$ cat src/rtl/alarm_pkg.sv
// Shared codes for the alarm-set sequencer: mode flags, cursor codes, state encoding.
package alarm_pkg;

    localparam logic [2:0] FLAG_IDLE  = 3'b000;
    localparam logic [2:0] FLAG_ALARM = 3'b011;

    localparam logic [2:0] CONT_HOUR = 3'b001;
    localparam logic [2:0] CONT_MIN  = 3'b010;
    localparam logic [2:0] CONT_SEC  = 3'b011;
    localparam logic [2:0] CONT_MER  = 3'b100;

    // State codes double as the FLAG output value.
    typedef enum logic [2:0] {
        ST_IDLE = FLAG_IDLE,
        ST_SET  = FLAG_ALARM
    } state_t;

    function automatic logic [2:0] next_cursor(input logic [2:0] cur);
        case (cur)
            CONT_HOUR: return CONT_MIN;
            CONT_MIN:  return CONT_SEC;
            CONT_SEC:  return CONT_MER;
            default:   return CONT_HOUR;
        endcase
    endfunction

endpackage

$ cat src/rtl/alarm_key_edge.sv
// Per-key sampler with rising-edge press detect; optional hold auto-repeat
// timer built only when ALARM_SET_AUTOREPEAT_EN is defined.
module alarm_key_edge #(
    parameter int unsigned REPEAT_DLY = 1000,
    parameter int unsigned REPEAT_PER = 200
) (
    input  logic clk,
    input  logic rst_n,
    input  logic key,
    output logic level,
    output logic press,
    output logic rep
);

    logic sample;
    logic prev;
    logic primed;

    // First edge after reset loads history from the key itself, so a key
    // held through reset release is not seen as a press.
    always_ff @(posedge clk or negedge rst_n) begin
        if (!rst_n) begin
            sample <= 1'b0;
            prev   <= 1'b0;
            primed <= 1'b0;
        end else begin
            sample <= key;
            prev   <= primed ? sample : key;
            primed <= 1'b1;
        end
    end

    assign level = sample;
    assign press = sample & ~prev;

`ifdef ALARM_SET_AUTOREPEAT_EN
    localparam int unsigned RMAX = (REPEAT_DLY > REPEAT_PER) ? REPEAT_DLY : REPEAT_PER;
    localparam int unsigned RW   = $clog2(RMAX + 1);

    logic [RW-1:0] rcnt;
    logic          armed;
    logic          repeating;
    logic          held;

    assign held = sample & prev;
    assign rep  = held & armed &
                  (repeating ? (rcnt == RW'(REPEAT_PER)) : (rcnt == RW'(REPEAT_DLY)));

    // rcnt equals the number of cycles since the press (or last repeat).
    always_ff @(posedge clk or negedge rst_n) begin
        if (!rst_n) begin
            rcnt      <= '0;
            armed     <= 1'b0;
            repeating <= 1'b0;
        end else if (!sample) begin
            rcnt      <= '0;
            armed     <= 1'b0;
            repeating <= 1'b0;
        end else if (press) begin
            rcnt      <= RW'(1);
            armed     <= 1'b1;
            repeating <= 1'b0;
        end else if (armed) begin
            if (rep) begin
                rcnt      <= RW'(1);
                repeating <= 1'b1;
            end else begin
                rcnt <= rcnt + RW'(1);
            end
        end
    end
`else
    logic unused_cfg;
    assign unused_cfg = ^{REPEAT_DLY, REPEAT_PER};
    assign rep        = 1'b0;
`endif

endmodule

$ cat src/rtl/alarm_set_seq.sv
// Alarm-set sequencer: IDLE/SET FSM driving cursor, one-cycle UP/DOWN commands,
// blink and inactivity timeout. Auto-repeat is enabled by ALARM_SET_AUTOREPEAT_EN.
module alarm_set_seq
    import alarm_pkg::*;
#(
    parameter int unsigned TIMEOUT_CYC = 10000,
    parameter int unsigned BLINK_CYC   = 500,
    parameter int unsigned REPEAT_DLY  = 1000,
    parameter int unsigned REPEAT_PER  = 200
) (
    input  logic       CLK,
    input  logic       RESETN,
    input  logic       KEY_MODE,
    input  logic       KEY_SEL,
    input  logic       KEY_UP,
    input  logic       KEY_DOWN,
    output logic [2:0] FLAG,
    output logic [2:0] UP,
    output logic [2:0] DOWN,
    output logic [2:0] CURSOR,
    output logic       BLINK
);

    localparam int unsigned TW = $clog2(TIMEOUT_CYC + 1);
    localparam int unsigned BW = $clog2(BLINK_CYC + 1);

    logic mode_lvl, mode_p, mode_rep;
    logic sel_lvl, sel_p, sel_rep;
    logic up_lvl, up_p, up_rep;
    logic dn_lvl, dn_p, dn_rep;

    alarm_key_edge #(.REPEAT_DLY(REPEAT_DLY), .REPEAT_PER(REPEAT_PER)) u_mode (
        .clk(CLK), .rst_n(RESETN), .key(KEY_MODE),
        .level(mode_lvl), .press(mode_p), .rep(mode_rep)
    );
    alarm_key_edge #(.REPEAT_DLY(REPEAT_DLY), .REPEAT_PER(REPEAT_PER)) u_sel (
        .clk(CLK), .rst_n(RESETN), .key(KEY_SEL),
        .level(sel_lvl), .press(sel_p), .rep(sel_rep)
    );
    alarm_key_edge #(.REPEAT_DLY(REPEAT_DLY), .REPEAT_PER(REPEAT_PER)) u_up (
        .clk(CLK), .rst_n(RESETN), .key(KEY_UP),
        .level(up_lvl), .press(up_p), .rep(up_rep)
    );
    alarm_key_edge #(.REPEAT_DLY(REPEAT_DLY), .REPEAT_PER(REPEAT_PER)) u_down (
        .clk(CLK), .rst_n(RESETN), .key(KEY_DOWN),
        .level(dn_lvl), .press(dn_p), .rep(dn_rep)
    );

    logic unused_keys;
    assign unused_keys = ^{mode_lvl, mode_rep, sel_lvl, sel_rep};

    state_t        state, state_n;
    logic [2:0]    cursor, cursor_n;
    logic [2:0]    up_q, up_n;
    logic [2:0]    dn_q, dn_n;
    logic          blink, blink_n;
    logic [BW-1:0] bcnt, bcnt_n;
    logic [TW-1:0] tcnt, tcnt_n;
    logic          up_ev, dn_ev, any_ev;

    assign up_ev  = up_p | up_rep;
    assign dn_ev  = dn_p | dn_rep;
    assign any_ev = mode_p | sel_p | up_ev | dn_ev;

    always_ff @(posedge CLK or negedge RESETN) begin
        if (!RESETN) begin
            state  <= ST_IDLE;
            cursor <= CONT_HOUR;
            up_q   <= '0;
            dn_q   <= '0;
            blink  <= 1'b0;
            bcnt   <= '0;
            tcnt   <= '0;
        end else begin
            state  <= state_n;
            cursor <= cursor_n;
            up_q   <= up_n;
            dn_q   <= dn_n;
            blink  <= blink_n;
            bcnt   <= bcnt_n;
            tcnt   <= tcnt_n;
        end
    end

    always_comb begin
        state_n  = state;
        cursor_n = cursor;
        up_n     = '0;
        dn_n     = '0;
        blink_n  = 1'b0;
        bcnt_n   = '0;
        tcnt_n   = '0;
        case (state)
            ST_IDLE: begin
                if (mode_p) begin
                    state_n  = ST_SET;
                    cursor_n = CONT_HOUR;
                    blink_n  = 1'b1;
                end
            end
            ST_SET: begin
                if (bcnt == BW'(BLINK_CYC - 1)) begin
                    blink_n = ~blink;
                    bcnt_n  = '0;
                end else begin
                    blink_n = blink;
                    bcnt_n  = bcnt + BW'(1);
                end
                // Priority MODE > SEL > UP/DOWN; any press also clears the timeout.
                if (mode_p) begin
                    state_n = ST_IDLE;
                    blink_n = 1'b0;
                    bcnt_n  = '0;
                end else if (any_ev) begin
                    if (sel_p) begin
                        cursor_n = next_cursor(cursor);
                        blink_n  = 1'b1;
                        bcnt_n   = '0;
                    end else if (up_ev && !dn_lvl) begin
                        up_n = cursor;
                    end else if (dn_ev && !up_lvl) begin
                        dn_n = cursor;
                    end
                end else if (tcnt == TW'(TIMEOUT_CYC - 1)) begin
                    state_n = ST_IDLE;
                    blink_n = 1'b0;
                    bcnt_n  = '0;
                end else begin
                    tcnt_n = tcnt + TW'(1);
                end
            end
            default: begin
                state_n = ST_IDLE;
            end
        endcase
    end

    assign FLAG   = state;
    assign UP     = up_q;
    assign DOWN   = dn_q;
    assign CURSOR = cursor;
    assign BLINK  = blink;

endmodule

$ cat config.mk
export PLATFORM = sky130hd
export DESIGN_NAME = alarm_set_seq
export DESIGN_NICKNAME = d
export VERILOG_FILES = /design/src/rtl/alarm_pkg.sv /design/src/rtl/alarm_key_edge.sv /design/src/rtl/alarm_set_seq.sv
export SDC_FILE = /design/constraint.sdc
export NUM_CORES = 1
export LEC_CHECK = 0
export ABC_CLOCK_PERIOD_IN_PS = 2900
export BUFFER_PORTS_ARGS = -buffer_cell sky130_fd_sc_hd__buf_2
export CORE_ASPECT_RATIO = 0.7
export CORE_MARGIN = 4
export CORE_UTILIZATION = 59
export DETAILED_ROUTE_END_ITERATION = 16
export PLACE_DENSITY = 0.89
export SLEW_MARGIN = 10
export SYNTH_ARGS = -nofsm -noshare
export SYNTH_HDL_FRONTEND = slang
export SYNTH_SLANG_ARGS = --single-unit
$ cat constraint.sdc
create_clock -name CLK -period 2.9 [get_ports CLK]
set_clock_uncertainty 0.05 [all_clocks]
set_input_delay 0.145 -clock CLK [delete_from_list [all_inputs] [get_ports CLK]]
set_output_delay 0.145 -clock CLK [all_outputs]
set_load 0.005 [all_outputs]
# Word level (Yosys, flattened, before mapping)
# Cells that the tools add are included.
# totals
regBits,45
input_bits,6
output_inout_bits,13
word_cells,93
# op_classes
addsub,2
eq_ne,12
mux,43
n_bitwise,12
n_reduce_logical,8
# ops
op,count
$mux W3,19
$mux W14,4
$mux W9,6
$add A14 B1 Y14 const B,1
$eq A14 B14 Y1 const B,1
$pmux W3 S2,2
$mux W1,10
$add A9 B1 Y9 const B,1
$eq A3 B2 Y1 const B,3
$eq A9 B9 Y1 const B,1
$pmux W3 S3,1
$ne A2 B2 Y1 const B,4
$ne A3 B3 Y1 const B,2
$not A1 Y1,5
$reduce_and A5 Y1,1
$and A1 B1 Y1,4
$eq A3 B1 Y1 const B,1
$logic_not A3 Y1,1
$or A1 B1 Y1,3
$reduce_and A3 Y1,1
$logic_and A1 B1 Y1,2
$logic_not A1 Y1,2
$pmux W1 S2,1
$reduce_bool A2 Y1,1

# Depth between registers and ports, before layout
# Gate-level depths: netlist (run 1).
# logic_depth
ltp_word,9
depth_mapped,6
ltp_nobuf,5

# Cells and area by module
# From an unflattened synthesis (run 1), not the netlist that was laid out.
# unflattened
cells_unflattened,190
hier_area_um2,2048.2
# modules_own_cells
mod,instances,cells_each,area_each_um2,seq_area_each_um2
alarm_set_seq,1,158,1602.8,852.1
alarm_key_edge,4,8,111.4,75.1

# Worst setup path before layout (run 1)
# Ideal clock, no wire load.
# synth_timing
path_type,register to register
from,reg tcnt[0]
to,reg tcnt[10]
setup_ns,0.071
arrival_time_ns,1.435
required_time_ns,2.779
slack_ns,1.344
stages_incl_launch_ff,7
n_path_buf,1
period_less_slack_ns,1.556
path_cell_list,dfrtp_1 > ha_1 > and3_1 > nand4_1 > nand4_1 > buf_4 > nor2_1
# synth_between
elab_chain_len,5
word_cells_on_any_way,6
cone_classes,add/sub: 1; eq/ne: 1; mux: 4
# synth_lines
item,line_no,source
start: declaration,alarm_set_seq.sv:58,"logic [TW-1:0] tcnt, tcnt_n;"
start signal: assignment,alarm_set_seq.sv:81,tcnt <= tcnt_n;
$add A14 B1 Y14 or $eq A14 B14 Y1 (tied branches),"alarm_set_seq.sv:129, alarm_set_seq.sv:124",
$mux W14 (*),alarm_set_seq.sv:124,end else if (tcnt == TW'(TIMEOUT_CYC - 1)) begin
$mux W14 (*),alarm_set_seq.sv:114,end else if (any_ev) begin
$mux W14 (*),alarm_set_seq.sv:110,if (mode_p) begin
$mux W14 (*),alarm_set_seq.sv:93,case (state)
via tcnt_n[10],alarm_set_seq.sv:58,
# Mark *: on every way through the listed nets, which the timed path passes. The rest lies on a longest branch.
# A chain may end at the register's enable or synchronous reset.

# Worst setup path in the final report (run 1)
# layout_timing
from,reg tcnt[0]
to,reg tcnt[3]
# The elaborated chain is that of the path after synthesis.

==> key figures, run 1 <==
Setup path
  – Crit path max-delay family: simple AND/OR/NAND/NOR gates
  – Worst path bufs/invs: 0
  – Biggest cell delay along the critical path: around 0.48 ns
  – Worst setup path class: register to register
  – Crit-path slowest cell: nand4_1
  – Crit-path max FO: 14
  – Crit. End Element: register
  – Startpoint class of the critical path: register
  – Most frequent CP cell: nand4_1
  – Required @ worst endpoint: 3.06 ns
  – CP cell instances: ha_1 -> and3_1 -> nand4_1 -> nand4_1 -> nor2_1
  – Arr. time, crit path: 2.10 ns

Synthesis
  – Cell taking the most area after synthesis: dfrtp_1
  – Seq/Total Area, Yosys: approximately 56%
  – Synth top area cells: dfrtp_1 55%, nor2_1 7.1%, xnor2_1 6.9%, nand4_1 3.6%, xor2_1 2.8%
  – Post-synth top area share: 55.0%
  – Post-synth EDFFs: 0
  – Yosys warns: 0
  – Average cell area after synthesis: 10.6 sq um
  – #FFs+latches synth: 43
  – Post-Syn Area: between 1500 and 2000 sq um
  – Post-synth ARST share: 100%
  – Post-synth net total: 189
  – Count of cell types in the netlist: 33
  – Synth Instances: 181
  – Ys flop type: dfrtp_1

Timing
  – Final setup violation count: 0
  – Min cycle time layout: around 1.9 ns
  – Worst Tran Pin Value: 0.921 ns
  – Slew Limit Fails: 0
  – Final Hold Viols: 0
  – RSZ-0062 raised after global routing: false
  – Setup TNS: 0 ns
  – Max transition margin: 38.6%
  – Final period util: 66.8%
  – Fmax achieved: 516 MHz

Detailed routing
  – Routed Antenna Nets: 0
  – Vias per cell: 5.49
  – DR WL/cell: ~15 microns
  – Post-route DRC violation count: 0
  – Initial DRT Pass Iterations: 4
  – DRT Wirelength: 3600 microns
  – Iteration-0 DRC Markers: 54
  – Vias post-DR: 1,324

Cells and area
  – NumNets Final: 212
  – Layout cell share with drive strength beyond 1: between 15 and 20%
  – Final Core Density: 72.7%
  – Multi-input gate area: 769 sq um
  – ANT cells: 0
  – # fillers: 189
  – Layout area overhead: 11.9%
  – FF+latch area: 1080 sq um

GRT
  – Largest net degree at the start of global routing: 44
  – Overall routing resource usage: 18.5%
  – Initial antenna violation count: 0
  – GR Overflow Total: 0
  – Vias in the first global route: about 1,300
  – First-pass GRT wire length: 6180 microns

Status
  – Outcome: finished clean

Clock network
  – PostCTS Resize Cnt: 0
  – CTS tree: built
  – Depth of the CTS H-tree: 2
  – Setup bufs post-CTS: 0
  – Clock sink count: 43
  – Num CTS Buffers: 5
  – Hold-fix buffers at CTS: 5
  – Clock buffer depth: 2
  – Clk slew on worst S/H paths: 0.08 ns
  – Clk_lat worst skew: slightly below 0.3 ns
  – CTS root buffer: clkbuf_8

Pwr
  – Leakage: 0.000956 uW
  – Cell Pwr Density: between 600 and 700 nW/um^2
  – Worst VDD drop: 0.000474 V

Floorplanning
  – Rows: 16
  – Io pins: 19
  – Initial Utilization: 64.9%
  – Die Y: 55.6 microns
  – Core area: 2940 sq um
  – Chip width: 76.0 microns
  – Die area: 4230 sq um

Run
  – Maxcap violations: 0

Placed design
  – Placer congestion estimate: ~0.8
  – I/O Buffers: 17
  – DP HPWL: 2530 microns

Worst hold path
  – Hold crit path type: register to register
routing by layer:
| metal | share of wire, % | routed length [microns] | vias up | track usage, % |
|---|---|---|---|---|
| met1 | 46 | 1670 | 627 | 23.5 |
| met2 | 47 | 1690 | 41 | 29.0 |
| met3 | 5.8 | 208 | 4 | 6.80 |
| met5 | 0 | 0 | - | 0 |
| met4 | 1.2 | 42 | 0 | 7.11 |
| li1 | - | - | 652 | - |
cells in the final DEF (no fill, tap or decap), drive strengths merged, types with 2 or more instances in the layout:
| cell | netlist | final |
|---|---|---|
| and3 | 7 | 7 |
| buf | 5 | 17 |
| clkbuf | 1 | 6 |
| conb | 2 | 2 |
| dfrtp | 42 | 42 |
| dlygate4sd3 | 0 | 5 |
| ha | 2 | 2 |
| inv | 7 | 7 |
| mux2 | 4 | 4 |
| nand2 | 9 | 9 |
| nand2b | 4 | 4 |
| nand3 | 6 | 6 |
| nand4 | 11 | 11 |
| nor2 | 36 | 36 |
| nor2b | 2 | 2 |
| nor3 | 6 | 6 |
| o2bb2ai | 2 | 2 |
| or3 | 2 | 2 |
| xnor2 | 15 | 15 |
| xor2 | 6 | 6 |
Yosys cell counts, types with 3 or more instances:
| cell type | number |
|---|---|
| nor2_1 | 36 |
| xor2_1 | 6 |
| nand2b_1 | 4 |
| nand2_1 | 9 |
| and3_1 | 6 |
| buf_4 | 3 |
| xnor2_1 | 15 |
| nor3_1 | 6 |
| inv_1 | 7 |
| mux2_2 | 4 |
| nand3_1 | 6 |
| nand4_1 | 11 |
| dfrtp_1 | 42 |
flip-flops by register name, indices dropped and copies added, names as in the netlist, 3 cells and up:
register,flops
UP,3
DOWN,3
tcnt,14
CURSOR,3
bcnt,9
area by class of cell:
| cell class | instances | area share [%] |
|---|---|---|
| clock buffers | 6 | 3.39 |
| inverters | 7 | 1.23 |
| clock inverters | 2 | 0.585 |
| multi-input cells | 125 | 36.0 |
| repair buffers | 22 | 6.32 |
| flip-flops and latches | 43 | 50.4 |
| well taps | 36 | 2.11 |
kinds of logic after synthesis:
| family | Yosys count | share of synthesized area (%) |
|---|---|---|
| and+or+nand+nor | 87 | 22.7 |
| DFF | 43 | 56.4 |
| xor gates and xnor gates | 21 | 9.63 |
| buffers and inverters | 13 | 3.34 |
| AOI/OAI and AO/OA | 9 | 3.86 |
| muxes | 4 | 2.36 |
| adders and majority gates | 2 | 1.31 |
| other | 2 | 0.393 |
stage by stage:
stage | worst slack [ns] | std cells | hold slack, ns | area [sq um] | power, uW
global route | 0.807 | 241 | 0.469 | 2140 | 1420
global placement | 1.11 | 228 | 0.219 | 2000 | 954
finish | 0.963 | 241 | 0.422 | 2140 | 1340
floorplan | 1.34 | 181 | -0.201 | 1910 | 894
CTS | 1.01 | 241 | 0.429 | 2140 | 1350
detailed placement | 1.02 | 228 | 0.222 | 2000 | 979
final timing paths:
check / from / to / slack (ns) / depth (start not counted)
hold / removal: bcnt[0] / bcnt[0] / 0.42 / 1
setup / recovery: tcnt[0] / tcnt[3] / 0.96 / 5
setup reg to reg: tcnt[0] / tcnt[3] / 0.96 / 5
hold reg to reg: bcnt[0] / bcnt[0] / 0.42 / 1
min in group asynchronous: RESETN / u_mode.level / 0.49 / 2
max in group asynchronous: RESETN / DOWN[2] / 1.74 / 2
power breakdown:
group	internal (uW)	switching [uW]	total, uW
Combinational	103	141	244
Clock	168	195	363
Sequential	659	68.9	728
(Power assumes the default switching activity.)
==> inputs of run 2 (changes only) <==
--- a/config.mk
+++ b/config.mk
@@ -5,13 +5,13 @@
 export SDC_FILE = /design/constraint.sdc
 export NUM_CORES = 1
 export LEC_CHECK = 0
-export ABC_CLOCK_PERIOD_IN_PS = 2900
+export ABC_CLOCK_PERIOD_IN_PS = 1710
 export BUFFER_PORTS_ARGS = -buffer_cell sky130_fd_sc_hd__buf_2
 export CORE_ASPECT_RATIO = 0.7
 export CORE_MARGIN = 4
-export CORE_UTILIZATION = 59
+export CORE_UTILIZATION = 52
 export DETAILED_ROUTE_END_ITERATION = 16
-export PLACE_DENSITY = 0.89
+export PLACE_DENSITY = 0.83
 export SLEW_MARGIN = 10
 export SYNTH_ARGS = -nofsm -noshare
 export SYNTH_HDL_FRONTEND = slang
==> constraint.sdc (replaced) <==
create_clock -name CLK -period 1.71 [get_ports CLK]
set_clock_uncertainty 0.05 [all_clocks]
set_input_delay 0.0855 -clock CLK [delete_from_list [all_inputs] [get_ports CLK]]
set_output_delay 0.0855 -clock CLK [all_outputs]
set_load 0.005 [all_outputs]
==> key figures, run 2 (synthesized netlist as in run 1, its figures left out) <==
Timing
  – Min cycle time layout: 1.65 ns (-0.283 ns)
  – Max transition margin: 52.3% (+14 points)
  – Setup TNS: 0 ns (unchanged)
  – Worst Tran Pin Value: 0.716 ns (-0.205 ns)
  – Hold slack: 0.327 ns (-0.0952 ns)
  – Final setup violation count: 0 (unchanged)
  – Slew Limit Fails: 0 (unchanged)
  – Fmax achieved: 604 MHz (+17%)
  – Final period util: 96.8% (+30 points)
  – Final Hold Viols: 0 (unchanged)

Setup path
  – Crit-path max FO: 14 (unchanged)
  – Biggest cell delay along the critical path: 0.40 ns (-0.08 ns)
  – Startpoint class of the critical path: register
  – Crit path max-delay family: simple AND/OR/NAND/NOR gates
  – Required @ worst endpoint: 1.87 ns (-1.19 ns)
  – CP cell instances: ha_1 -> and3_1 -> nand4_1 -> buf_4 -> nand4_1 -> buf_4 -> nor2_1
  – Crit. End Element: register
  – Worst path bufs/invs: 2 (+2)
  – Crit-path slowest cell: dfrtp_1
  – Arr. time, crit path: 1.82 ns (-0.28 ns)
  – Worst setup path class: register to register

Clock network
  – Clk slew on worst S/H paths: 0.08 ns (about the same)
  – Clk_lat worst skew: 0.29 ns (about the same)
  – CTS root buffer: clkbuf_8
  – Clock sink count: 43 (unchanged)
  – Clock buffer depth: 2 (unchanged)
  – Num CTS Buffers: 5 (unchanged)
  – Depth of the CTS H-tree: 2 (unchanged)
  – CTS tree: built

Floorplanning
  – Die Y: 58.7 microns (+5.6%)
  – Initial Utilization: 54.0% (-11 points)
  – Die area: 4720 sq um (+12%)
  – Chip width: 80.5 microns (+5.8%)
  – Core area: 3540 sq um (+20%)
  – Io pins: 19 (unchanged)
  – Rows: 18 (+2)

Placed design
  – Inst Count DP: 248 (+8.8%)
  – Placer congestion estimate: 0.759 (-5.2%)
  – Dpl cell area: 2070 sq um (+3.1%)
  – DP HPWL: 2280 microns (-9.8%)
  – I/O Buffers: 17 (unchanged)

Cells and area
  – Commonest non-fill, non-tap cell in the layout: dfrtp_1
  – # fillers: 291 (+54%)
  – ANT cells: 0 (unchanged)
  – Layout Cells excl Fill: 264 (+9.5%)
  – NumNets Final: 221 (+4.2%)
  – Most frequent cells in the layout: 42 x dfrtp_1, 36 x nor2_1, 17 x buf_2
  – Post-route cell area: 2240 sq um (+4.9%)
  – Layout cell share with drive strength beyond 1: 19.6% (+3.0 points)
  – Top Registers: tcnt x14, bcnt x9
  – Largest reg by FF count: tcnt
  – Max reg flops: 14 (unchanged)
  – Layout area overhead: 17.4%

Detailed routing
  – DR WL/cell: 12.9 microns (-13%)
  – Post-route DRC violation count: 0 (unchanged)
  – Initial DRT Pass Iterations: 4 (unchanged)
  – DRT Wirelength: 3420 microns (-5.2%)
  – Vias per cell: 5.13 (-6.7%)
  – Vias post-DR: 1,353 (+2.2%)
  – Routed Antenna Nets: 0 (unchanged)
  – Iteration-0 DRC Markers: 66 (+22%)

Pwr
  – Sequential Power Share: 54.0% (-0.5 points)
  – NetSw: 678 uW (+68%)
  – Leakage: 0.00102 uW (+6.3%)
  – Internal power: 1610 uW (+73%)
  – Worst VDD drop: 0.000712 V (+50%)
  – Cell Pwr Density: 1020 nW/um^2 (+63%)
  – Switching Fraction: 29.7% (-0.61 points)
  – Clock Power Share: 26.6% (-0.6 points)
  – Combinational group share of total power: 19.4% (+1.1 points)

GRT
  – Initial antenna violation count: 0 (unchanged)
  – First-pass GRT wire length: 5590 microns (-9.5%)
  – GR Overflow Total: 0 (unchanged)
  – Largest net degree at the start of global routing: 35 (-20%)
  – Vias in the first global route: 1,223 (-8.6%)
  – Overall routing resource usage: 15.7% (-2.9 points)

Worst hold path
  – Hold crit path type: primary input to async pin

Status
  – Outcome: finished clean

Run
  – Maxcap violations: 0 (unchanged)
==> run 2: routing by layer <==
| metal | up-vias | track usage (%) | part of all wire, % |
|---|---|---|---|
| met3 | 5 | 5.50 | 5.0 |
| met5 | - | 0 | 0 |
| met2 | 28 | 23.5 | 44 |
| met1 | 651 | 21.7 | 50 |
| li1 | 669 | - | - |
| met4 | 0 | 4.58 | 1.1 |
==> run 2: final cells by class <==
class                   count  area, sq um  share of cell area (%)
well taps                  50         62.6                    2.79
multi-input cells         126          800                    35.7
inverters                   7         26.3                    1.17
clock buffers               7         76.3                    3.40
repair buffers             30          195                    8.71
clock inverters             1         5.00                   0.223
flip-flops and latches     43         1080                    48.0
==> run 2: final timing paths <==
kind                         start          end  slack, ns  cells past startpoint
hold / removal              RESETN      DOWN[2]       0.33                      2
setup / recovery           tcnt[0]      tcnt[2]       0.06                      7
hold reg to reg            bcnt[0]      bcnt[0]       0.43                      1
min in group CLK           KEY_SEL  u_sel.level       0.41                      2
max in group asynchronous   RESETN      bcnt[4]       0.72                      3
setup reg to reg           tcnt[0]      tcnt[2]       0.06                      7
==> run 2: worst reg2reg max path: cells and delay by family, from the launching register on <==
family | cells | cell delay (ns)
DFF | 1 | 0.40
adders and majority gates | 1 | 0.25
and+or+nand+nor | 4 | 0.54
buffers and inverters | 2 | 0.35
==> run 2: repair_timing <==
action / 4_1_cts / 5_1_grt
setup buffers: 0 / 2
setup endpoints to repair: 0 / 9
gates resized for setup: 0 / 2
hold endpoints to repair: 38 / 0
hold buffers: 5 / 0
==> run 2: power by group through the flow <==
| stage | logic (uW) | clock network, uW | registers [uW] |
|---|---|---|---|
| after global placement | 396 | 0 | 1250 |
| after floorplan | 302 | 0 | 1210 |
| final | 443 | 607 | 1230 |
| after global routing | 505 | 675 | 1250 |
| after CTS | 415 | 626 | 1230 |
| after detailed placement | 403 | 0 | 1250 |
==> run 2: stage by stage <==
step                util, %  power, uW  setup slack (ns)
global placement       58.4       1640             0.145
detailed placement     58.4       1650            0.0326
global route           63.4       2430          -0.00671
floorplan                 -       1520             0.154
finish                 63.4       2280            0.0554
CTS                    62.1       2270            0.0234
